<file path="config.mk">
export PLATFORM = sky130hd
export DESIGN_NAME = store_enc
export DESIGN_NICKNAME = d
export VERILOG_FILES = /design/src/rtl/store_enc.sv
export SDC_FILE = /design/constraint.sdc
export NUM_CORES = 1
export LEC_CHECK = 0
export BUFFER_PORTS_ARGS = -buffer_cell sky130_fd_sc_hd__buf_2
export CAP_MARGIN = 20
export CELL_PAD_IN_SITES_DETAIL_PLACEMENT = 0
export CELL_PAD_IN_SITES_GLOBAL_PLACEMENT = 1
export CORE_MARGIN = 1
export CORE_UTILIZATION = 34
export CTS_CLUSTER_DIAMETER = 50
export CTS_CLUSTER_SIZE = 28
export DETAILED_ROUTE_END_ITERATION = 12
export PLACE_DENSITY = 0.86
export SYNTH_ARGS = -nofsm -noshare
export SYNTH_HDL_FRONTEND = slang
export SYNTH_SLANG_ARGS = --single-unit
</file>
<file path="constraint.sdc">
create_clock -name clk -period 4.6 [get_ports clk]
set_input_delay 0.46 -clock clk [delete_from_list [all_inputs] [get_ports clk]]
set_output_delay 0.46 -clock clk [all_outputs]
set_load 0.01 [all_outputs]
</file>
<file path="src/rtl/store_enc.sv">
`default_nettype none
// store_enc: MEM-stage store encoder driving an SRAM-like write port (IDLE/REQ/WAIT).
// Rev 1.0 -- initial release.
module store_enc (
  input  logic        clk,
  input  logic        resetn,
  input  logic        st_valid,
  input  logic [5:0]  opM,
  input  logic [31:0] addrM,
  input  logic [31:0] wdataM,
  input  logic        flushM,
  output logic        stallM,
  output logic        st_done,
  output logic        adesM,
  output logic [31:0] badvaddrM,
  output logic        data_req,
  output logic        data_wr,
  output logic [1:0]  data_size,
  output logic [31:0] data_addr,
  output logic [31:0] data_wdata,
  output logic [3:0]  data_wstrb,
  input  logic        data_addr_ok,
  input  logic        data_data_ok
);
  localparam logic [5:0] OP_SB = 6'b101000;
  localparam logic [5:0] OP_SH = 6'b101001;
  localparam logic [5:0] OP_SW = 6'b101011;

  typedef enum logic [1:0] {
    S_IDLE = 2'd0,
    S_REQ  = 2'd1,
    S_WAIT = 2'd2
  } state_t;

  state_t      state_q;
  logic [31:0] addr_q, wdata_q, wdata_d;
  logic [3:0]  wstrb_q, wstrb_d;
  logic [1:0]  size_q, size_d;
  logic        done_q;
  logic        is_sb, is_sh, is_sw, accept;

  assign is_sb = (opM == OP_SB);
  assign is_sh = (opM == OP_SH);
  assign is_sw = (opM == OP_SW);

  assign adesM     = st_valid & ((is_sh & addrM[0]) | (is_sw & (addrM[1:0] != 2'b00)));
  assign badvaddrM = addrM;

  // Gated by resetn so no stall is requested while the block is held in reset.
  assign accept = resetn & (state_q == S_IDLE) & st_valid & (is_sb | is_sh | is_sw)
                  & ~flushM & ~adesM;

  always_comb begin
    wdata_d = wdataM;
    wstrb_d = 4'b1111;
    size_d  = 2'd2;
    if (is_sb) begin
      wdata_d = {4{wdataM[7:0]}};
      wstrb_d = 4'b0001 << addrM[1:0];
      size_d  = 2'd0;
    end else if (is_sh) begin
      wdata_d = {2{wdataM[15:0]}};
      wstrb_d = addrM[1] ? 4'b1100 : 4'b0011;
      size_d  = 2'd1;
    end
  end

  always_ff @(posedge clk or negedge resetn) begin
    if (!resetn) begin
      state_q <= S_IDLE;
      addr_q  <= 32'd0;
      wdata_q <= 32'd0;
      wstrb_q <= 4'd0;
      size_q  <= 2'd0;
      done_q  <= 1'b0;
    end else begin
      done_q <= 1'b0;
      case (state_q)
        S_IDLE: begin
          if (accept) begin
            state_q <= S_REQ;
            addr_q  <= addrM;
            wdata_q <= wdata_d;
            wstrb_q <= wstrb_d;
            size_q  <= size_d;
          end
        end
        S_REQ: begin
          // A data_ok without addr_ok here belongs to no transaction and is dropped.
          if (data_addr_ok) begin
            if (data_data_ok) begin
              state_q <= S_IDLE;
              done_q  <= 1'b1;
            end else begin
              state_q <= S_WAIT;
            end
          end
        end
        S_WAIT: begin
          if (data_data_ok) begin
            state_q <= S_IDLE;
            done_q  <= 1'b1;
          end
        end
        default: state_q <= S_IDLE;
      endcase
    end
  end

  assign stallM     = accept | (state_q == S_REQ) | ((state_q == S_WAIT) & ~data_data_ok);
  assign st_done    = done_q;
  assign data_req   = (state_q == S_REQ);
  assign data_wr    = data_req;
  assign data_size  = size_q;
  assign data_addr  = addr_q;
  assign data_wdata = wdata_q;
  assign data_wstrb = wstrb_q;
endmodule
`default_nettype wire
</file>
Word-level counts from Yosys, hierarchy flattened. Cells that the tools add are included.

Output and inout port bits: 107. Register bits: 73.

Equal/unequal tests: 8. Reduce and logical (&&, ||, !) cells: 4. Shift-type cells: 1. Bitwise operators: 17. Multiplexer cells: 15.

Operator list (number): $mux W32 (2); $eq A6 B6 Y1 const B (3); $mux W2 (6); $mux W4 (3); $and A1 B1 Y1 (9); $pmux W2 S3 (1); $or A1 B1 Y1 (5); $ne A2 B2 Y1 const B (2); $shl A1 B2 Y4 const A (1); $not A1 Y1 (3); $reduce_and A3 Y1 (1); $eq A2 B1 Y1 const B (1); $eq A2 B2 Y1 const B (1); $logic_not A2 Y1 (1); $mux W1 (2); $ne A2 B1 Y1 const B (1); $pmux W1 S2 (1); $reduce_and A2 Y1 (1); $reduce_bool A2 Y1 (1).

Logic depth before layout (Yosys ltp). Gate-level depths: netlist of the first run.

Depth in word-level cells: 8. Gate-level depth with buffers: 9. Depth with buffers taken out: 6.

Worst setup path after synthesis of the first run. Ideal clock, no wire load.

Path type: register to register. From: register state_q[0]. To: register state_q[0]. Stages on the path, launching flop included: 8. Setup time: 0.128 ns. Buffers on the path: 1. Slack: 2.562 ns. Required time: 4.472 ns. Data arrival time: 1.911 ns. Path through: dfrtp_1 inv_1 ha_1 nand3b_1 a2111o_1 buf_2 a221oi_2 mux2_1.

Longest elaborated chain between the ends: 8. Elaborated cells on any way between the ends: 13. Those cells by class: 5 x eq/ne; 1 x mux; 5 x bitwise; 2 x reduce/logical.

RTL lines: from (decl) (RTL line 35) `state_t state_q;`; from (signal assigned) (RTL line 70) `state_q <= S_IDLE;`; from (signal assigned) (RTL line 81) `state_q <= S_REQ;`; from (signal assigned) (RTL line 92) `state_q <= S_IDLE;`; $logic_not A2 Y1 (RTL line 50, 78); $and A1 B1 Y1 (3 in a row) (RTL line 50) `assign accept = resetn & (state_q == S_IDLE) & st_valid & (is_sb | is_sh | is_sw)`; $and A1 B1 Y1 (2 in a row) (RTL line 51) `& ~flushM & ~adesM;`; $ne A2 B2 Y1 (no source line); $reduce_and A3 Y1 (no source line).

Parallel ways exist; a longest one is shown, timed or not. A chain may end at the register's enable or synchronous reset.

Worst setup path after layout of the first run.
From: input opM[2]. To: register state_q[0].

Longest elaborated chain between the ends: 8. Elaborated cells on any way between the ends: 15. Those cells by class: 4 x eq/ne; 10 x bitwise; 1 x reduce/logical.

RTL lines: from (decl) (RTL line 8) `input logic [5:0] opM,`; $eq A6 B6 Y1, on equally long branches (RTL line 42, 43, 44); $or A1 B1 Y1 / $and A1 B1 Y1 (equally long branches) (RTL line 50, 46); $or A1 B1 Y1, on equally long branches (RTL line 50, 46); $and A1 B1 Y1, on equally long branches (RTL line 50, 46); $and A1 B1 Y1 / $not A1 Y1 (equally long branches) (RTL line 51); $and A1 B1 Y1 * (RTL line 51); $ne A2 B2 Y1 (no source line) *; $reduce_and A3 Y1 (no source line) *.

Mark *: on every way between the ends. The rest lies on a longest branch, timed or not.

==> results of run 1 <==
[power by group]
group | total [mW] | leakage (nW) | internal, mW | switching (mW)
logic | 0.360 | 1.59 | 0.154 | 0.206
registers | 0.749 | 1.00 | 0.711 | 0.0374
clock network | 0.607 | 0.120 | 0.375 | 0.233
[through the flow]
step	hold slack, ns	cells	area [um2]	util, %
after global routing	0.322	661	4490	45.8
after floorplan	0.164	380	3450	-
after detailed placement	0.450	644	4240	43.2
after global placement	0.446	644	4240	43.2
after CTS	0.304	660	4480	45.7
final	0.328	661	4490	45.8
[tightest hold or removal path, stage by stage]
cell and delay [ns]:
buf_2 0.08, nand2_1 0.04, nand2_1 0.05
[cell type report]
type,count,share of cell area [%]
clock buffer,11,3.15
multi-input combinational,249,28.8
tap,133,3.70
sequential,73,40.6
inverter,4,0.334
clock inverter,5,2.28
timing repair buffer,186,21.1
[kinds of logic after synthesis]
family          after synthesis  synth area share, %
simple gates                172                 20.0
compound gates               48                 8.37
fa+ha+maj                     4                 1.45
buf+inv                      58                 10.0
mux                          25                 7.28
flops                        73                 52.9
[flip-flops by register name, indices dropped and copies added (netlist names)]
register    count
data_wdata     32
state_q         2
data_addr      32
st_done         1
data_size       2
data_wstrb      4
[synth_stat cells, drive strengths merged]
cell type	count	area, um2
nand2b	1	13.8
nand3b	1	7.51
a21oi	10	50.1
o21ai	29	145
mux2i	24	240
a21o	1	7.51
o22ai	1	6.26
or3	2	12.5
or2	1	6.26
buf	38	272
a2111o	2	22.5
nand2	152	571
nand4bb	1	11.3
nand3	1	5.00
nor2	2	7.51
a221oi	1	15.0
o221ai	1	8.76
nor3	10	50.1
a21bo	1	10.0
clkbuf	16	60.1
ha	4	50.1
mux2	1	11.3
inv	4	15.0
a2111oi	1	15.0
nor2b	1	6.26
dfrtp	73	1830
o2bb2ai	1	8.76
[per-layer routing]
layer  GRT usage, %  vias to the layer above  share of wire [%]
met4           6.72                        0                1.2
met1           21.8                     1352                 46
li1               -                     1482                  -
met2           26.5                       92                 48
met5              0                        -                  0
met3           3.25                        8                5.1
[cells in the final DEF, fill, tap and decap left out, types with 2 or more instances in the layout]
master       n
mux2i_1     24
nor3_1      10
nand2_1    152
ha_1         4
nor2_1       2
buf_2      181
inv_1        4
dfrtp_1     73
bufinv_16    3
clkbuf_8    10
buf_4        4
a21oi_1     10
o21ai_0     29
or3_1        2
[worst max path at each step]
| stage | slack, ns | endpoint | depth (start not counted) |
|---|---|---|---|
| 6_report | 1.91 | state_q[0] | 5 |
| 5_1_grt | 1.72 | state_q[0] | 5 |
| 4_1_cts | 1.44 | stallM | 6 |
| 3_5_place_dp | 1.48 | stallM | 5 |
| 3_3_place_gp | 1.53 | stallM | 5 |
| 2_1_floorplan | 2.56 | state_q[0] | 7 |
==> results.md, run 1 <==
* Status: finished, final reports clean
* CP endpoint kind: register
* Hold endpoint: data_addr[24]
* Routed Antenna Nets at 0
* Number of global-route vias before repair at 2616
* Post-CTS Setup Bufs at 0
* Clock period minus worst slack at 2.69 ns
* First-pass GRT wire length at 13100 um
* Critical path arrival at 2.91 ns
* Largest net degree at the start of global routing at 74
* R2R Path End: state_q[0]
* PwrDens at 382 nW/um2
* Final #Nets at 603
* Register area at 1830 um2
* Syn Area/Cell at 9.09 um2
* Leakage at 2.72 nW
* RSZ-0062 raised after global routing: no
* Fmax at 372 MHz
* WP buf/inv at 1
* Synth cell types at 29
* Die Ht at 103 um
* CP Data Required Time at 4.82 ns
* Max_cap viols at 0
* Slew HR at 36.6%
* Critical Path Max Stage Delay at 0.94 ns
* Syn Inst Count at 380
* Final period utilization at 58.5%
* Core area at 9820 um2
* Total power draw at 1.72 mW
* Area growth syn-to-layout at 30.1%
* Cts bufs inserted at 9
* Yosys Warn Count at 0
* WS Path Type: input port to register
* Reg clk slew, reported paths at 0.08 ns
* Hold crit path type: input port to register
* Final hold violation count at 0
* Post_cts resized at 0
* Syn nets at 460
* Post-route setup slack at 1.91 ns
* Slew Limit Fails at 0
* Hold Path Stages at 3
* # IOs at 183
* Place WS at 1.48 ns
* CTS tree: built
* Chip Width at 103 um
* H-tree depth at 3
* Share of layout cells above drive strength 1 at 39.0%
* Per-cell routed wire length at 13.2 um
* Total gr overflow at 0
* Die Area at 10600 um2
* DP HPWL at 6460 um
* CP Max Fanout at 55
* Min-delay src: addrM[24]
* Origin of the worst setup path: opM[2]
* Clock Sinks at 73
* Drt total wl at 8750 um
* Tot GR Track Use at 16.5%
* Synthesis-stage register bit count at 73
* I/O Buffers at 182
* Reg2reg setup slack at 1.93 ns
* Worst path slowest cell: a2111o_2
* Reg2reg start: state_q[1]
* Startpoint Class: input port
* Cell-by-cell trace of the critical path: buf_2 > nand4bb_1 > a2111o_2 > a221oi_2 > mux2_1
* Ant. Diodes at 0
* Post-CTS Hold Buffers at 0
* Worst clock skew at 0.00673 ns
* Fill count at 1051
* Syn Std Cell Area at 3450 um2
* Max IR drop VDD at 177 uV
* Antenna violations before repair at 0
* FP Rows at 36
* DRC Markers at 0
* Initial core utilization at 35.2%
* DRT iter0 DRCs at 57
* Total Neg Setup Slack at 0 ns
* Slew at the pin with the worst max-slew slack at 0.951 ns
* Cell family with most CP delay: compound AO/OA/AOI/OAI gates
* Vias/cell at 4.44
* Clock Path Buffers at 2
* Vias after detailed routing at 2934
* Root Buffer: clkbuf_8
* Final setup vio count at 0
* Placer congestion estimate at 0.823
* Seq/Total Area, Yosys at 52.9%
* Drt pass-1 iters at 4
* Area of the multi-input gates at 1290 um2
* FF-to-FF path depth at 6
* Clk_lat worst skew at 0.34 ns
No activity file was read; power rests on OpenSTA's default activity.
==> inputs of run 2 (changes only) <==
--- a/config.mk
+++ b/config.mk
@@ -5,16 +5,17 @@
 export SDC_FILE = /design/constraint.sdc
 export NUM_CORES = 1
 export LEC_CHECK = 0
+export ABC_AREA = 1
 export BUFFER_PORTS_ARGS = -buffer_cell sky130_fd_sc_hd__buf_2
 export CAP_MARGIN = 20
 export CELL_PAD_IN_SITES_DETAIL_PLACEMENT = 0
 export CELL_PAD_IN_SITES_GLOBAL_PLACEMENT = 1
 export CORE_MARGIN = 1
-export CORE_UTILIZATION = 34
+export CORE_UTILIZATION = 29
 export CTS_CLUSTER_DIAMETER = 50
 export CTS_CLUSTER_SIZE = 28
 export DETAILED_ROUTE_END_ITERATION = 12
-export PLACE_DENSITY = 0.86
+export PLACE_DENSITY = 0.79
 export SYNTH_ARGS = -nofsm -noshare
 export SYNTH_HDL_FRONTEND = slang
 export SYNTH_SLANG_ARGS = --single-unit
==> constraint.sdc (replaced) <==
create_clock -name clk -period 2.15 [get_ports clk]
set_input_delay 0.215 -clock clk [delete_from_list [all_inputs] [get_ports clk]]
set_output_delay 0.215 -clock clk [all_outputs]
set_load 0.01 [all_outputs]
==> run 2 against run 1 <==
- combinational power rose to 2.7 times the previous value
- sequential power rose by 130%
- worst setup slack got worse by 1.7 ns
- wire length rose by 15%
- via count rose by 13%
- count of clock-buffer cells in the layout rose by 1
==> results.md, run 2 <==
* Status: finished, final reports clean
* Reg clk slew, reported paths at 0.06 ns (-0.02 ns)
* Reg2reg setup slack at 0.40 ns (-1.53 ns)
* DRT iter0 DRCs at 177 (+210%)
* I/O Buffers at 182 (unchanged)
* Vias/cell at 4.26 (-4.1%)
* Slew Limit Fails at 0 (unchanged)
* Cts bufs inserted at 9 (unchanged)
* H-tree depth at 3 (unchanged)
* Worst clock skew at 0.00436 ns (-0.00236 ns)
* Clock Sinks at 73 (unchanged)
* WS Path Type: register to output pin
* Slew HR at 59.0% (+22 points)
* Ant. Diodes at 0 (unchanged)
* Share of layout cells above drive strength 1 at 37.0% (-2.0 points)
* PwrDens at 890 nW/um2 (+130%)
* Final setup vio count at 0 (unchanged)
* Post-CTS Setup Bufs at 0 (unchanged)
* Hold endpoint: data_addr[9]
* Synthesis-stage register bit count at 73 (unchanged)
* Most frequent cell after synthesis: nand2_1
* Clk_lat worst skew at 0.33 ns (about the same)
* R2R Path End: data_wdata[16]
* Post-Route Utilization at 39.5% (-6.2 points)
* Startpoint Class: register
* # IOs at 183 (unchanged)
* Switching Share at 29.5% (+1.8 points)
* Core area at 12100 um2 (+23%)
* Routed Antenna Nets at 0 (unchanged)
* Psw at 1.25 mW (+160%)
* Post_cts resized at 0 (unchanged)
* Slew at the pin with the worst max-slew slack at 0.614 ns (-0.337 ns)
* Largest net degree at the start of global routing at 43 (-42%)
* WP buf/inv at 3 (+2)
* CP Data Required Time at 1.93 ns (-2.89 ns)
* Critical path arrival at 1.73 ns (-1.18 ns)
* Reg2reg start: state_q[0]
* Min-delay src: addrM[9]
* Tot GR Track Use at 15.8% (-0.72 points)
* Met2 Track Usage GR at 26.6% (+0.073 points)
* CP endpoint kind: output pin
* Most common cell after layout, fill and taps aside: nand2_1
* Per-cell routed wire length at 12.9 um (-2.5%)
* Clock Path Buffers at 2 (unchanged)
* Async set-reset flop share out of synthesis at 100% (unchanged)
* Max_cap viols at 0 (unchanged)
* Seq pwr share at 40.6% (-3.1 points)
* Clock power share at 36.9% (+1.5 points)
* Seq/Total Area, Yosys at 50.5% (-2.3 points)
* Worst path slowest cell: dfrtp_1
* Syn Area/Cell at 7.98 um2 (-12%)
* Total Neg Setup Slack at 0 ns (unchanged)
* Clock period minus worst slack at 1.94 ns
* Syn Inst Count at 453 (+19%)
* CP Max Fanout at 6 (-89%)
* Syn nets at 533 (+16%)
* Root Buffer: clkbuf_16
* Total power draw at 4.24 mW (+150%)
* GR Util met3 at 4.41% (+1.2 points)
* Top-area cell type share of the netlist area at 50.5% (-2.3 points)
* Post-synth EDFFs at 0 (unchanged)
* Vias after detailed routing at 3312 (+13%)
* Number of global-route vias before repair at 3061 (+17%)
* Hold slack at 0.0849 ns (-0.243 ns)
* Placer congestion estimate at 0.813 (-1.2%)
* Drt pass-1 iters at 4 (unchanged)
* Drt total wl at 10000 um (+15%)
* Crit path depth at 9 (+4)
* FP Rows at 40 (+11%)
* Final period utilization at 90.4%
* Total gr overflow at 0 (unchanged)
* Antenna violations before repair at 0 (unchanged)
* Initial core utilization at 30.0% (-5.2 points)
* Cell family with most CP delay: simple AND/OR/NAND/NOR gates
* Synth area leader: dfrtp_1
* Syn Std Cell Area at 3610 um2 (+4.6%)
* Yosys Warn Count at 0 (unchanged)
* Hold crit path type: input port to register
* Ranking of synthesized cells by area: dfrtp_1, nand2_1, buf_4
* Fmax at 515 MHz
* FF-to-FF path depth at 9 (+3)
* Dominant synthesized flop cell: dfrtp_1
* Cell-by-cell trace of the critical path: inv_1 > ha_1 > nand4_1 > nor2_4 > nand2_4 > inv_2 > nor2_1 > nand2_1 > buf_2
* Synth cell types at 22 (-24%)
* Hold Path Stages at 3 (unchanged)
* Most instantiated cells after synthesis: nand2_1, dfrtp_1, buf_4
* Commonest non-fill, non-tap cells in the layout: nand2_1, buf_2, dfrtp_1
* Chip Width at 114 um (+11%)
* Leakage at 2.89 nW (+6.4%)
* GR met1 Demand/Resource at 19.1% (-2.7 points)
* DRC Markers at 0 (unchanged)
* Max IR drop VDD at 351 uV (+98%)
* Most used routing layer: met2
* Area growth syn-to-layout at 31.9%
* CTS tree: built
* Final hold violation count at 0 (unchanged)
* Internal power at 2.99 mW (+140%)
* DP HPWL at 7710 um (+19%)
* RSZ-0062 raised after global routing: no
* Post-CTS Hold Buffers at 1 (+1)
* Final #Nets at 685 (+14%)
* Die Ht at 114 um (+11%)
* First-pass GRT wire length at 15400 um (+18%)
* Critical Path Max Stage Delay at 0.40 ns (-0.54 ns)
* Comb pwr share at 22.5% (+1.5 points)
* Die Area at 12900 um2 (+22%)
-- run 2: cell count changes in the layout (fill, tap and decap cells not counted), moves of 5 or more --
cell	previous run	this run
mux2i_1	24	0
nand3_1	1	13
nand2_1	152	209
o21ai_1	0	15
buf_4	4	9
nor3_1	10	0
clkbuf_8	10	3
a21oi_1	10	1
inv_1	4	30
or2_2	1	8
clkbuf_16	0	9
-- run 2: cell type report --
class	count	area (um2)
sequential	73	1830
timing repair buffer	191	983
tap	168	210
multi-input combinational	297	1310
inverter	33	124
clock inverter	4	50.0
fill	1259	7290
clock buffer	12	267
-- run 2: kinds of logic after synthesis --
logic type                 count (synthesis)  synth area share (%)
AOI/OAI and AO/OA                         49                  6.92
buffers and inverters                     83                  13.3
DFF                                       73                  50.5
adders and majority gates                  4                  1.38
and+or+nand+nor                          244                  27.9
-- run 2: worst min-delay path, cell delays in order --
cell and delay (ns):
buf_2 0.08, nand2_1 0.05, nand2_1 0.04
-- run 2: power by group through the flow --
stage / registers [mW] / clock network [mW] / logic, mW
3_5_place_dp: 1.74 / 0 / 0.970
6_report: 1.72 / 1.57 / 0.955
4_1_cts: 1.72 / 1.62 / 0.974
5_1_grt: 1.75 / 1.68 / 1.07
2_1_floorplan: 1.83 / 0 / 0.443
3_3_place_gp: 1.74 / 0 / 0.956
-- run 2: layer usage --
metal / vias up / wire length, um
met3: 12 / 648
met1: 1501 / 4400
li1: 1662 / -
met4: 0 / 223
met2: 137 / 4780
met5: - / 0
-- run 2: worst max-delay path by stage --
stage,endpoint,slack (ns),startpoint
after floorplan,stallM,0.55,state_q[0]
after global placement,data_wdata[25],0.49,state_q[0]
after detailed placement,data_wdata[16],0.38,state_q[0]
after CTS,stallM,0.18,state_q[0]
after global routing,stallM,0.09,state_q[0]
final,stallM,0.21,state_q[0]
-- run 2: per-stage QoR --
step	setup WS (ns)	cell area (um2)	cells
CTS	0.182	4770	778
finish	0.207	4770	778
detailed placement	0.384	4440	761
floorplan	0.545	3610	453
global route	0.0871	4770	778
global placement	0.486	4440	761
==> inputs of run 3 (changes only) <==
--- a/config.mk
+++ b/config.mk
@@ -10,6 +10,7 @@
 export CAP_MARGIN = 20
 export CELL_PAD_IN_SITES_DETAIL_PLACEMENT = 0
 export CELL_PAD_IN_SITES_GLOBAL_PLACEMENT = 1
+export CORE_ASPECT_RATIO = 1.25
 export CORE_MARGIN = 1
 export CORE_UTILIZATION = 29
 export CTS_CLUSTER_DIAMETER = 50
==> run 3 against run 2 <==
- first-iteration DRC count down 4.0%
- clock skew is 0.0056 ns higher
- maximum frequency down 2.8%
- register-to-register slack hardly changed
- flip-flop and latch count unchanged
- non-clock buffer count stayed put
- sequential power is essentially flat
- cell count is 0.51% lower
- via count grew 1.6%
- sequential share of layout area is 0.16 points lower
- clock power is essentially flat
- worst setup slack got worse by 0.056 ns
==> results.md, run 3 (synthesis gave the netlist of run 2 again) <==
* Switching Share at 29.9% (+0.40 points)
* Vias/cell at 4.35 (+2.2%)
* Max IR drop VDD at 306 uV (-13%)
* Slew at the pin with the worst max-slew slack at 0.652 ns (+0.0385 ns)
* Number of global-route vias before repair at 3163 (+3.3%)
* Highest metal used: met4
* CP Max Fanout at 9 (+3)
* DRT iter0 DRCs at 170 (-4.0%)
* Share of layout cells above drive strength 1 at 37.0% (unchanged)
* Total gr overflow at 0 (unchanged)
* DRC Markers at 0 (unchanged)
* I/O Buffers at 182 (unchanged)
* CP endpoint kind: output pin
* Critical path arrival at 1.78 ns (+0.05 ns)
* Seq pwr share at 40.6% (about the same)
* Per-cell routed wire length at 13.2 um (+2.0%)
* Chip Width at 102 um (-10%)
* WS Path Type: register to output pin
* CTS tree: built
* Largest net degree at the start of global routing at 61 (+42%)
* Final setup vio count at 0 (unchanged)
* Clock Sinks at 73 (unchanged)
* Die Area at 12900 um2 (about the same)
* Clock period minus worst slack at 2.00 ns (+0.0558 ns)
* R2R Path End: state_q[1]
* Hold endpoint: data_addr[15]
* Hold crit path type: input port to register
* Worst clock skew at 0.00995 ns (+0.00558 ns)
* WL met2 at 5080 um (+6.5%)
* Most common cell after layout, fill and taps aside: nand2_1
* Drt total wl at 10200 um (+1.4%)
* Reg2reg setup slack at 0.39 ns (about the same)
* Hold Path Stages at 3 (unchanged)
* Clock power share at 36.8% (about the same)
* Startpoint Class: register
* Drt pass-1 iters at 4 (unchanged)
* PwrDens at 884 nW/um2 (-0.67%)
* Fill count at 1320 (+4.8%)
* CP Data Required Time at 1.93 ns (about the same)
* Final hold violation count at 0 (unchanged)
* Fmax at 500 MHz (-2.8%)
* Core area at 12200 um2 (+0.83%)
* Root Buffer: clkbuf_16
* FF-to-FF path depth at 10 (+1)
* Area growth syn-to-layout at 32.5%
* Total power draw at 4.23 mW (-0.25%)
* Slew Limit Fails at 0 (unchanged)
* DP HPWL at 7590 um (-1.6%)
* First-pass GRT wire length at 15900 um (+2.9%)
* Total Neg Setup Slack at 0 ns (unchanged)
* Tot GR Track Use at 16.1% (+0.30 points)
* # IOs at 183 (unchanged)
* Antenna violations before repair at 0 (unchanged)
* RSZ-0062 raised after global routing: no
* Status: finished, final reports clean
* Placer congestion estimate at 0.820 (+0.85%)
* Final #Nets at 685 (unchanged)
* Max_cap viols at 0 (unchanged)
* Clk_lat worst skew at 0.33 ns (about the same)
* Die Ht at 127 um (+12%)
* Met3 wire length at 547 um (-16%)
* Commonest non-fill, non-tap cells in the layout: nand2_1, buf_2, dfrtp_1
* Psw at 1.27 mW (+1.1%)
* Met1 Routed Length at 4340 um (-1.4%)
* Routed Antenna Nets at 0 (unchanged)
* Leakage at 2.89 nW (about the same)
* Min-delay src: addrM[15]
* Slew HR at 56.5% (-2.6 points)
* Vias after detailed routing at 3366 (+1.6%)
* FP Rows at 45 (+13%)
* Comb pwr share at 22.6% (about the same)
* Reg clk slew, reported paths at 0.06 ns (about the same)
* Final period utilization at 93.0% (+2.6 points)
* H-tree depth at 3 (unchanged)
* Initial core utilization at 29.7% (-0.25 points)
* Reg2reg start: state_q[0]
* Cts bufs inserted at 9 (unchanged)
* Internal power at 2.97 mW (-0.82%)
* Clock Path Buffers at 2 (unchanged)
* Ant. Diodes at 0 (unchanged)
-- run 3: power groups by stage --
| stage | Combinational (mW) | Clock (mW) | Sequential (mW) |
|---|---|---|---|
| 6_report | 0.958 | 1.56 | 1.72 |
| 5_1_grt | 1.08 | 1.68 | 1.75 |
| 4_1_cts | 0.975 | 1.61 | 1.72 |
| 3_5_place_dp | 0.970 | 0 | 1.74 |
| 3_3_place_gp | 0.951 | 0 | 1.73 |
| 2_1_floorplan | 0.443 | 0 | 1.83 |
-- run 3: critical path: stages, from the launching register on --
cell and delay [ns]:
dfrtp_1 0.40, inv_1 0.11, ha_1 0.20, nand4_1 0.15, nor2_4 0.15, nand2_4 0.07
inv_4 0.12, nor2_1 0.06, nand2_1 0.06, buf_2 0.12
-- run 3: final cells by class --
| type | count | area, um2 | share of cell area [%] |
|---|---|---|---|
| multi-input combinational | 297 | 1310 | 27.3 |
| clock buffer | 11 | 253 | 5.28 |
| sequential | 73 | 1830 | 38.1 |
| tap | 164 | 205 | 4.29 |
| inverter | 33 | 126 | 2.64 |
| timing repair buffer | 191 | 1010 | 21.1 |
| clock inverter | 5 | 61.3 | 1.28 |
-- run 3: what timing repair did --
action,in CTS,in global routing
resized for setup,0,1
setup endpoints to repair,0,1
hold endpoints to repair,5,0
hold buffers,1,0
setup buffers,0,0
-- run 3: metrics by stage --
stage	cell area, um2	worst slack, ns	hold WS (ns)	instances	utilization, %
2_1_floorplan	3610	0.545	-0.0806	453	-
3_3_place_gp	4460	0.445	0.0602	757	36.7
3_5_place_dp	4460	0.358	0.0563	757	36.7
4_1_cts	4790	0.0639	0.0771	774	39.4
5_1_grt	4790	0.000390	0.0856	774	39.4
6_report	4790	0.151	0.0854	774	39.4
-- run 3: routing by layer --
| layer | GRT usage [%] | vias to the layer above |
|---|---|---|
| met1 | 19.1 | 1554 |
| li1 | - | 1668 |
| met5 | 0 | - |
| met3 | 3.47 | 14 |
| met4 | 6.39 | 0 |
| met2 | 27.7 | 130 |
-- run 3: worst max-delay path by stage --
stage | from | endpoint | slack [ns] | cells after the start
final | state_q[0] | stallM | 0.15 | 9
after global routing | state_q[0] | stallM | 0.0004 | 9
after CTS | state_q[0] | stallM | 0.06 | 9
after floorplan | state_q[0] | stallM | 0.55 | 9
after detailed placement | state_q[0] | data_wstrb[2] | 0.36 | 9
after global placement | state_q[0] | data_wstrb[3] | 0.44 | 9
